## config.mk

```make
export PLATFORM = sky130hd
export DESIGN_NAME = multicycle_ctrl
export DESIGN_NICKNAME = d
export VERILOG_FILES = /design/src/rtl/mips_ctrl_pkg.sv /design/src/rtl/multicycle_ctrl_decode.sv /design/src/rtl/multicycle_ctrl.sv
export SDC_FILE = /design/constraint.sdc
export NUM_CORES = 1
export LEC_CHECK = 0
export ABC_AREA = 1
export CAP_MARGIN = 25
export CELL_PAD_IN_SITES_DETAIL_PLACEMENT = 1
export CELL_PAD_IN_SITES_GLOBAL_PLACEMENT = 1
export CORE_MARGIN = 2
export CORE_UTILIZATION = 25
export CTS_CLUSTER_DIAMETER = 30
export DETAILED_ROUTE_END_ITERATION = 6
export PLACE_DENSITY_LB_ADDON = 0.1
export SYNTH_ARGS = -nofsm -noshare
export SYNTH_HDL_FRONTEND = slang
export SYNTH_SLANG_ARGS = --single-unit
```

## constraint.sdc

```tcl
create_clock -name clk -period 3.8 [get_ports clk]
set_input_delay 1.14 -clock clk [delete_from_list [all_inputs] [get_ports clk]]
set_output_delay 1.14 -clock clk [all_outputs]
set_load 0.02 [all_outputs]
```

## src/rtl/mips_ctrl_pkg.sv

```systemverilog
// Shared types and constants for the multicycle MIPS control FSM.
// Optional bne support is enabled by defining MULTICYCLE_CTRL_BNE_EN.
package mips_ctrl_pkg;

  localparam int unsigned STATE_BITS = 4;
  localparam int unsigned OP_W       = 6;

  typedef enum logic [STATE_BITS-1:0] {
    S_FETCH  = 4'd0,
    S_DECODE = 4'd1,
    S_MEMADR = 4'd2,
    S_MEMRD  = 4'd3,
    S_MEMWB  = 4'd4,
    S_MEMWR  = 4'd5,
    S_EXEC   = 4'd6,
    S_ALUWB  = 4'd7,
    S_BRANCH = 4'd8,
    S_ADDIEX = 4'd9,
    S_ADDIWB = 4'd10,
    S_JUMP   = 4'd11
  } state_t;

  localparam logic [OP_W-1:0] OP_RTYPE = 6'b000000;
  localparam logic [OP_W-1:0] OP_LW    = 6'b100011;
  localparam logic [OP_W-1:0] OP_SW    = 6'b101011;
  localparam logic [OP_W-1:0] OP_BEQ   = 6'b000100;
  localparam logic [OP_W-1:0] OP_BNE   = 6'b000101;
  localparam logic [OP_W-1:0] OP_ADDI  = 6'b001000;
  localparam logic [OP_W-1:0] OP_J     = 6'b000010;

  localparam logic [1:0] ALUOP_ADD   = 2'd0;
  localparam logic [1:0] ALUOP_SUB   = 2'd1;
  localparam logic [1:0] ALUOP_FUNCT = 2'd2;

  localparam logic [1:0] PCSRC_ALU    = 2'd0;
  localparam logic [1:0] PCSRC_ALUOUT = 2'd1;
  localparam logic [1:0] PCSRC_JUMP   = 2'd2;

  localparam logic [1:0] SRCB_REGB = 2'd0;
  localparam logic [1:0] SRCB_FOUR = 2'd1;
  localparam logic [1:0] SRCB_IMM  = 2'd2;

  typedef struct packed {
    logic       pc_write;
    logic       pc_write_cond;
    logic [1:0] pc_src;
    logic       iord;
    logic       mem_read;
    logic       mem_write;
    logic       ir_write;
    logic       reg_dst;
    logic       mem_to_reg;
    logic       reg_write;
    logic       alu_src_a;
    logic [1:0] alu_src_b;
    logic       imm_shift;
    logic [1:0] alu_op;
    logic       illegal_op;
  } ctrl_t;

  // True for every opcode that DECODE dispatches somewhere other than FETCH.
  function automatic logic opcode_known(input logic [OP_W-1:0] op);
    logic known;
    known = (op == OP_RTYPE) || (op == OP_LW) || (op == OP_SW) ||
            (op == OP_BEQ) || (op == OP_ADDI) || (op == OP_J);
`ifdef MULTICYCLE_CTRL_BNE_EN
    known = known || (op == OP_BNE);
`endif
    return known;
  endfunction

endpackage

```

## src/rtl/multicycle_ctrl_decode.sv

```systemverilog
// Combinational state-to-control decoder for the multicycle MIPS FSM.
// Illegal-opcode detection follows MULTICYCLE_CTRL_BNE_EN via the package.
module multicycle_ctrl_decode
  import mips_ctrl_pkg::*;
(
  input  state_t                state_i,
  input  logic                  mem_ready_i,
  input  logic [OP_W-1:0]       opcode_i,
  output ctrl_t                 ctrl_o
);

  always_comb begin
    ctrl_o = '0;
    case (state_i)
      S_FETCH: begin
        // IR load and PC+4 only commit once memory delivers the word
        ctrl_o.mem_read  = 1'b1;
        ctrl_o.ir_write  = mem_ready_i;
        ctrl_o.pc_write  = mem_ready_i;
        ctrl_o.pc_src    = PCSRC_ALU;
        ctrl_o.alu_src_b = SRCB_FOUR;
        ctrl_o.alu_op    = ALUOP_ADD;
      end
      S_DECODE: begin
        ctrl_o.alu_src_b  = SRCB_IMM;
        ctrl_o.imm_shift  = 1'b1;
        ctrl_o.alu_op     = ALUOP_ADD;
        ctrl_o.illegal_op = ~opcode_known(opcode_i);
      end
      S_MEMADR, S_ADDIEX: begin
        ctrl_o.alu_src_a = 1'b1;
        ctrl_o.alu_src_b = SRCB_IMM;
        ctrl_o.alu_op    = ALUOP_ADD;
      end
      S_MEMRD: begin
        ctrl_o.mem_read = 1'b1;
        ctrl_o.iord     = 1'b1;
      end
      S_MEMWB: begin
        ctrl_o.reg_write  = 1'b1;
        ctrl_o.mem_to_reg = 1'b1;
      end
      S_MEMWR: begin
        ctrl_o.mem_write = 1'b1;
        ctrl_o.iord      = 1'b1;
      end
      S_EXEC: begin
        ctrl_o.alu_src_a = 1'b1;
        ctrl_o.alu_src_b = SRCB_REGB;
        ctrl_o.alu_op    = ALUOP_FUNCT;
      end
      S_ALUWB: begin
        ctrl_o.reg_write = 1'b1;
        ctrl_o.reg_dst   = 1'b1;
      end
      S_BRANCH: begin
        ctrl_o.alu_src_a     = 1'b1;
        ctrl_o.alu_src_b     = SRCB_REGB;
        ctrl_o.alu_op        = ALUOP_SUB;
        ctrl_o.pc_write_cond = 1'b1;
        ctrl_o.pc_src        = PCSRC_ALUOUT;
      end
      S_ADDIWB: begin
        ctrl_o.reg_write = 1'b1;
      end
      S_JUMP: begin
        ctrl_o.pc_write = 1'b1;
        ctrl_o.pc_src   = PCSRC_JUMP;
      end
      default: ;
    endcase
  end

endmodule

```

## src/rtl/multicycle_ctrl.sv

```systemverilog
// Main control FSM for the multicycle MIPS datapath: state register, next-state
// logic and reset gating. Define MULTICYCLE_CTRL_BNE_EN to add bne support.
module multicycle_ctrl
  import mips_ctrl_pkg::*;
#(
  parameter int unsigned STATE_W = 4
) (
  input  logic               clk,
  input  logic               reset,
  input  logic [5:0]         opcode,
  input  logic               zero,
  input  logic               mem_ready,
  output logic               pc_write,
  output logic               pc_write_cond,
  output logic               pc_en,
  output logic [1:0]         pc_src,
  output logic               iord,
  output logic               mem_read,
  output logic               mem_write,
  output logic               ir_write,
  output logic               reg_dst,
  output logic               mem_to_reg,
  output logic               reg_write,
  output logic               alu_src_a,
  output logic [1:0]         alu_src_b,
  output logic               imm_shift,
  output logic [1:0]         alu_op,
  output logic               illegal_op,
  output logic [STATE_W-1:0] state
);

  state_t state_q, state_d;
  ctrl_t  ctrl, ctrl_g;
  logic   cond;

  always_comb begin
    state_d = state_q;
    case (state_q)
      S_FETCH:  if (mem_ready) state_d = S_DECODE;
      S_DECODE: begin
        case (opcode)
          OP_LW, OP_SW: state_d = S_MEMADR;
          OP_RTYPE:     state_d = S_EXEC;
          OP_BEQ:       state_d = S_BRANCH;
`ifdef MULTICYCLE_CTRL_BNE_EN
          OP_BNE:       state_d = S_BRANCH;
`endif
          OP_ADDI:      state_d = S_ADDIEX;
          OP_J:         state_d = S_JUMP;
          default:      state_d = S_FETCH;
        endcase
      end
      S_MEMADR: state_d = (opcode == OP_SW) ? S_MEMWR : S_MEMRD;
      S_MEMRD:  if (mem_ready) state_d = S_MEMWB;
      S_MEMWR:  if (mem_ready) state_d = S_FETCH;
      S_EXEC:   state_d = S_ALUWB;
      S_ADDIEX: state_d = S_ADDIWB;
      default:  state_d = S_FETCH;
    endcase
  end

  always_ff @(posedge clk) begin
    if (reset) state_q <= S_FETCH;
    else       state_q <= state_d;
  end

`ifdef MULTICYCLE_CTRL_BNE_EN
  // Branch sense is latched in DECODE so BRANCH can be shared by beq and bne
  logic bne_q, bne_d;

  always_comb begin
    bne_d = bne_q;
    if (state_q == S_DECODE) bne_d = (opcode == OP_BNE);
  end

  always_ff @(posedge clk) begin
    if (reset) bne_q <= 1'b0;
    else       bne_q <= bne_d;
  end

  assign cond = bne_q ? ~zero : zero;
`else
  assign cond = zero;
`endif

  multicycle_ctrl_decode u_decode (
    .state_i     (state_q),
    .mem_ready_i (mem_ready),
    .opcode_i    (opcode),
    .ctrl_o      (ctrl)
  );

  // Reset forces every output low regardless of the current state
  assign ctrl_g = reset ? '0 : ctrl;

  assign pc_write      = ctrl_g.pc_write;
  assign pc_write_cond = ctrl_g.pc_write_cond;
  assign pc_en         = ctrl_g.pc_write | (ctrl_g.pc_write_cond & cond);
  assign pc_src        = ctrl_g.pc_src;
  assign iord          = ctrl_g.iord;
  assign mem_read      = ctrl_g.mem_read;
  assign mem_write     = ctrl_g.mem_write;
  assign ir_write      = ctrl_g.ir_write;
  assign reg_dst       = ctrl_g.reg_dst;
  assign mem_to_reg    = ctrl_g.mem_to_reg;
  assign reg_write     = ctrl_g.reg_write;
  assign alu_src_a     = ctrl_g.alu_src_a;
  assign alu_src_b     = ctrl_g.alu_src_b;
  assign imm_shift     = ctrl_g.imm_shift;
  assign alu_op        = ctrl_g.alu_op;
  assign illegal_op    = ctrl_g.illegal_op;
  assign state         = reset ? '0 : STATE_W'(state_q);

endmodule

```

==> metrics.json <==
{
  "place_hpwl": {"value": 1820, "unit": "µm"},
  "syn-cell-area": {"value": 599, "unit": "µm²"},
  "cp_max_fo": {"value": 13},
  "route.vias.total": {"value": 868},
  "rsz0062_at_grt": {"value": "false"},
  "rows": {"value": 17},
  "post_synth_num_cell_types": {"value": 21},
  "post-route-drc-count": {"value": 0},
  "grt.overflow.total": {"value": 0},
  "antenna_found_initial": {"value": 0},
  "fmax_achieved": {"value": 270, "unit": "MHz"},
  "synthesis.nets": {"value": 127},
  "floorplan.die.height": {"value": 53.0, "unit": "µm"},
  "die_area": {"value": 2800, "unit": "µm²"},
  "post_route_cells_drive_above_1_share": {"value": 0.140},
  "reg2reg_slack": {"value": 2.48, "unit": "ns"},
  "cts_root_buffer": {"value": "sky130_fd_sc_hd__clkbuf_4"},
  "ff2ff_path_depth": {"value": 7},
  "comb_power_share": {"value": 0.504},
  "ctsHtreeMaxLevel": {"value": 1},
  "initialDrtViolationCount": {"value": 7},
  "synth_compound_area_frac": {"value": 0.119},
  "top_post_synthesis_cells_by_area": {"value": "sky130_fd_sc_hd__nor2_1 19%, sky130_fd_sc_hd__nand2_1 18%, sky130_fd_sc_hd__dfxtp_1 13%, sky130_fd_sc_hd__nand3_1 11%, sky130_fd_sc_hd__inv_1 10%"},
  "power_report.internal_total": {"value": 122, "unit": "µW"},
  "largest_registers": {"value": "state_q: 4 flops"},
  "pre_cts_slack": {"value": -0.162, "unit": "ns"},
  "crit-reg2reg-launch": {"value": "state_q[0]"},
  "clk_path_buf_depth": {"value": 2},
  "top_register": {"value": "state_q"},
  "p_sw": {"value": 77.0, "unit": "µW"},
  "total_leakage_power": {"value": 0.609, "unit": "nW"},
  "layout.cells.most_common": {"value": "sky130_fd_sc_hd__nor2_1"},
  "timing.setup.tns": {"value": 0, "unit": "ns"},
  "synth_mux_area_frac": {"value": 0},
  "timing.critical_path.from_type": {"value": "input port"},
  "min_path_type": {"value": "reg -> reg"},
  "tritoncts_clock_tree": {"value": "yes"},
  "io_pins": {"value": 33},
  "yosys.area_share.simple": {"value": 0.616},
  "top_library_cells_by_usage_in_the_layout_fill_and_taps_aside": {"value": "30 x sky130_fd_sc_hd__nor2_1, 28 x sky130_fd_sc_hd__nand2_1, 20 x sky130_fd_sc_hd__clkdlybuf4s50_1, 16 x sky130_fd_sc_hd__inv_1, 13 x sky130_fd_sc_hd__nand3_1"},
  "worst-setup-path-type": {"value": "in -> out"},
  "initial_core_util": {"value": 0.268},
  "post-synth-top-area-cell": {"value": "sky130_fd_sc_hd__nor2_1"},
  "crit_path_end": {"value": "state[1]"},
  "required": {"value": 2.66, "unit": "ns"},
  "n_antenna_cell": {"value": 0},
  "final_core_util": {"value": 0.459},
  "synthAdderAreaFrac": {"value": 0},
  "final_antenna_net_count": {"value": 0},
  "layout_min_cycle_time": {"value": 3.71, "unit": "ns"},
  "worst-endpoint-arrival": {"value": 2.57, "unit": "ns"},
  "rr_endpoint": {"value": "state_q[0]"},
  "ys.warnings.count": {"value": 0},
  "path_clk_slew": {"value": 0.03, "unit": "ns"},
  "power.density": {"value": 194, "unit": "nW/µm²"},
  "finalHoldViolCount": {"value": 0},
  "cts_buffers": {"value": 3},
  "timing.critical_path.from": {"value": "reset"},
  "report.final.slew_viol_count": {"value": 0},
  "first_pass_grt_wire_length": {"value": 3690, "unit": "µm"},
  "portBuffers": {"value": 32},
  "route.detailed.vias_per_inst": {"value": 4.69},
  "max_ffs_per_register": {"value": 4},
  "final_nets": {"value": 169},
  "worst_slew_margin_rel": {"value": 0.809},
  "status": {"value": "finished, final reports clean"},
  "cts_sinks": {"value": 4},
  "postCtsHoldBufs": {"value": 0},
  "post_synth.cell_area_avg": {"value": 5.12, "unit": "µm²"},
  "final_critical_path_setup_slack": {"value": 0.0941, "unit": "ns"},
  "gp_congestion": {"value": 0.853},
  "postSynthCellCount": {"value": 117},
  "synth_top_area_frac": {"value": 0.188},
  "grt_util_all_layers": {"value": 0.171},
  "clock_insertion_delay_worst_skew": {"value": 0.22, "unit": "ns"},
  "worst_setup_path_end_kind": {"value": "output port"},
  "synth_top_family_by_area": {"value": "simple AND/OR/NAND/NOR gates"},
  "die-width": {"value": 53.0, "unit": "µm"},
  "timing.max_cap.violations": {"value": 0},
  "finalSetupViolations": {"value": 0},
  "routedWlPerCell": {"value": 11.9, "unit": "µm"},
  "final_min_period_over_clock_period": {"value": 0.975},
  "wl": {"value": 2190, "unit": "µm"},
  "first_global_vias": {"value": 870},
  "switching_share": {"value": 0.388},
  "fin_worst_skew": {"value": 0.00399, "unit": "ns"},
  "post_cts.repair.setup_buffers": {"value": 0},
  "clockPowerShare": {"value": 0.249},
  "xor_xnor_share_of_the_synthesized_area": {"value": 0},
  "detailedRoute.firstPassIterationCount": {"value": 2},
  "grt_max_degree": {"value": 14},
  "power.sequential.fraction": {"value": 0.246},
  "areaGrowthSynthToFinish": {"value": 71.2, "unit": "%"},
  "synth.ff_latch_count": {"value": 4},
  "worst_slew_pin_slew": {"value": 0.286, "unit": "ns"},
  "synth_seq_area_share": {"value": 0.134},
  "fp.coreArea": {"value": 2230, "unit": "µm²"},
  "ir_drop": {"value": 0.166, "unit": "mV"}
}
==> metrics by stage <==
stage / power [mW] / instance area [µm²] / hold slack (ns) / std cells
final: 0.199 / 1030 / 0.694 / 185
after global routing: 0.213 / 1030 / 0.744 / 185
after CTS: 0.202 / 1010 / 0.689 / 185
after detailed placement: 0.152 / 996 / 0.680 / 182
after global placement: 0.151 / 996 / 0.673 / 182
after floorplan: 0.104 / 599 / 0.602 / 117
==> Yosys cell counts <==
| cell type | instances |
|---|---|
| sky130_fd_sc_hd__nand3_2 | 1 |
| sky130_fd_sc_hd__clkbuf_1 | 1 |
| sky130_fd_sc_hd__nand2_2 | 1 |
| sky130_fd_sc_hd__nand2_1 | 28 |
| sky130_fd_sc_hd__inv_2 | 2 |
| sky130_fd_sc_hd__a21o_1 | 1 |
| sky130_fd_sc_hd__o21ai_0 | 3 |
| sky130_fd_sc_hd__buf_4 | 1 |
| sky130_fd_sc_hd__nand2_4 | 1 |
| sky130_fd_sc_hd__a211oi_1 | 1 |
| sky130_fd_sc_hd__nand4_1 | 2 |
| sky130_fd_sc_hd__o22ai_2 | 1 |
| sky130_fd_sc_hd__a21oi_1 | 4 |
| sky130_fd_sc_hd__nor2_4 | 1 |
| sky130_fd_sc_hd__nor3_2 | 1 |
| sky130_fd_sc_hd__dfxtp_1 | 4 |
| sky130_fd_sc_hd__nor2_1 | 30 |
| sky130_fd_sc_hd__nand3_1 | 13 |
| sky130_fd_sc_hd__nor2_2 | 4 |
| sky130_fd_sc_hd__a221oi_1 | 1 |
| sky130_fd_sc_hd__inv_1 | 16 |
==> final cells by class <==
| type | count | area [µm²] |
|---|---|---|
| Tap cell | 28 | 35.0 |
| Multi-Input combinational cell | 93 | 440 |
| Sequential cell | 4 | 80.1 |
| Timing Repair Buffer | 39 | 380 |
| Inverter | 18 | 67.6 |
| Clock buffer | 3 | 22.5 |
| Fill cell | 315 | 1210 |
==> kinds of logic (layout without fill, tap and decap cells) <==
logic type | Yosys count | after routing
AOI/OAI and AO/OA | 11 | 11
buffers and inverters | 20 | 60
DFF | 4 | 4
and+or+nand+nor | 82 | 82
==> worst min-delay path by stage <==
stage	start	to	slack [ns]	cells past startpoint
3_3_place_gp	state_q[0]	state_q[0]	0.67	4
4_1_cts	state_q[0]	state_q[3]	0.69	4
6_report	state_q[2]	state_q[3]	0.69	3
5_1_grt	state_q[0]	state_q[3]	0.74	4
2_1_floorplan	state_q[0]	state_q[3]	0.60	4
3_5_place_dp	state_q[0]	state_q[3]	0.68	4
==> power by group through the flow <==
stage	clock network (mW)	registers [mW]	logic [mW]
after floorplan	0	0.0482	0.0556
after global placement	0	0.0496	0.101
after detailed placement	0	0.0494	0.103
after CTS	0.0515	0.0487	0.102
after global routing	0.0536	0.0491	0.111
final	0.0495	0.0489	0.100
==> critical path, cell delays in order <==
cell and delay [ns]:
sky130_fd_sc_hd__clkdlybuf4s50_1 0.42, sky130_fd_sc_hd__buf_4 0.19, sky130_fd_sc_hd__nor2_1 0.17, sky130_fd_sc_hd__clkdlybuf4s50_1 0.63
==> what timing repair did <==
item | 4_1_cts | 5_1_grt
setup endpoints to repair | 6 | 6
hold endpoints to repair | 0 | 0
pin swaps | 0 | 0
resized for setup | 6 | 6
==> layer usage <==
layer / wire length [µm] / track usage / vias up
met4: 0 / 0 / 0
met3: 87 / 0.00847 / 0
met1: 1020 / 0.225 / 395
met5: 0 / 0 / -
met2: 1080 / 0.321 / 21
li1: - / - / 452
Power figures use the tool's default switching activity.
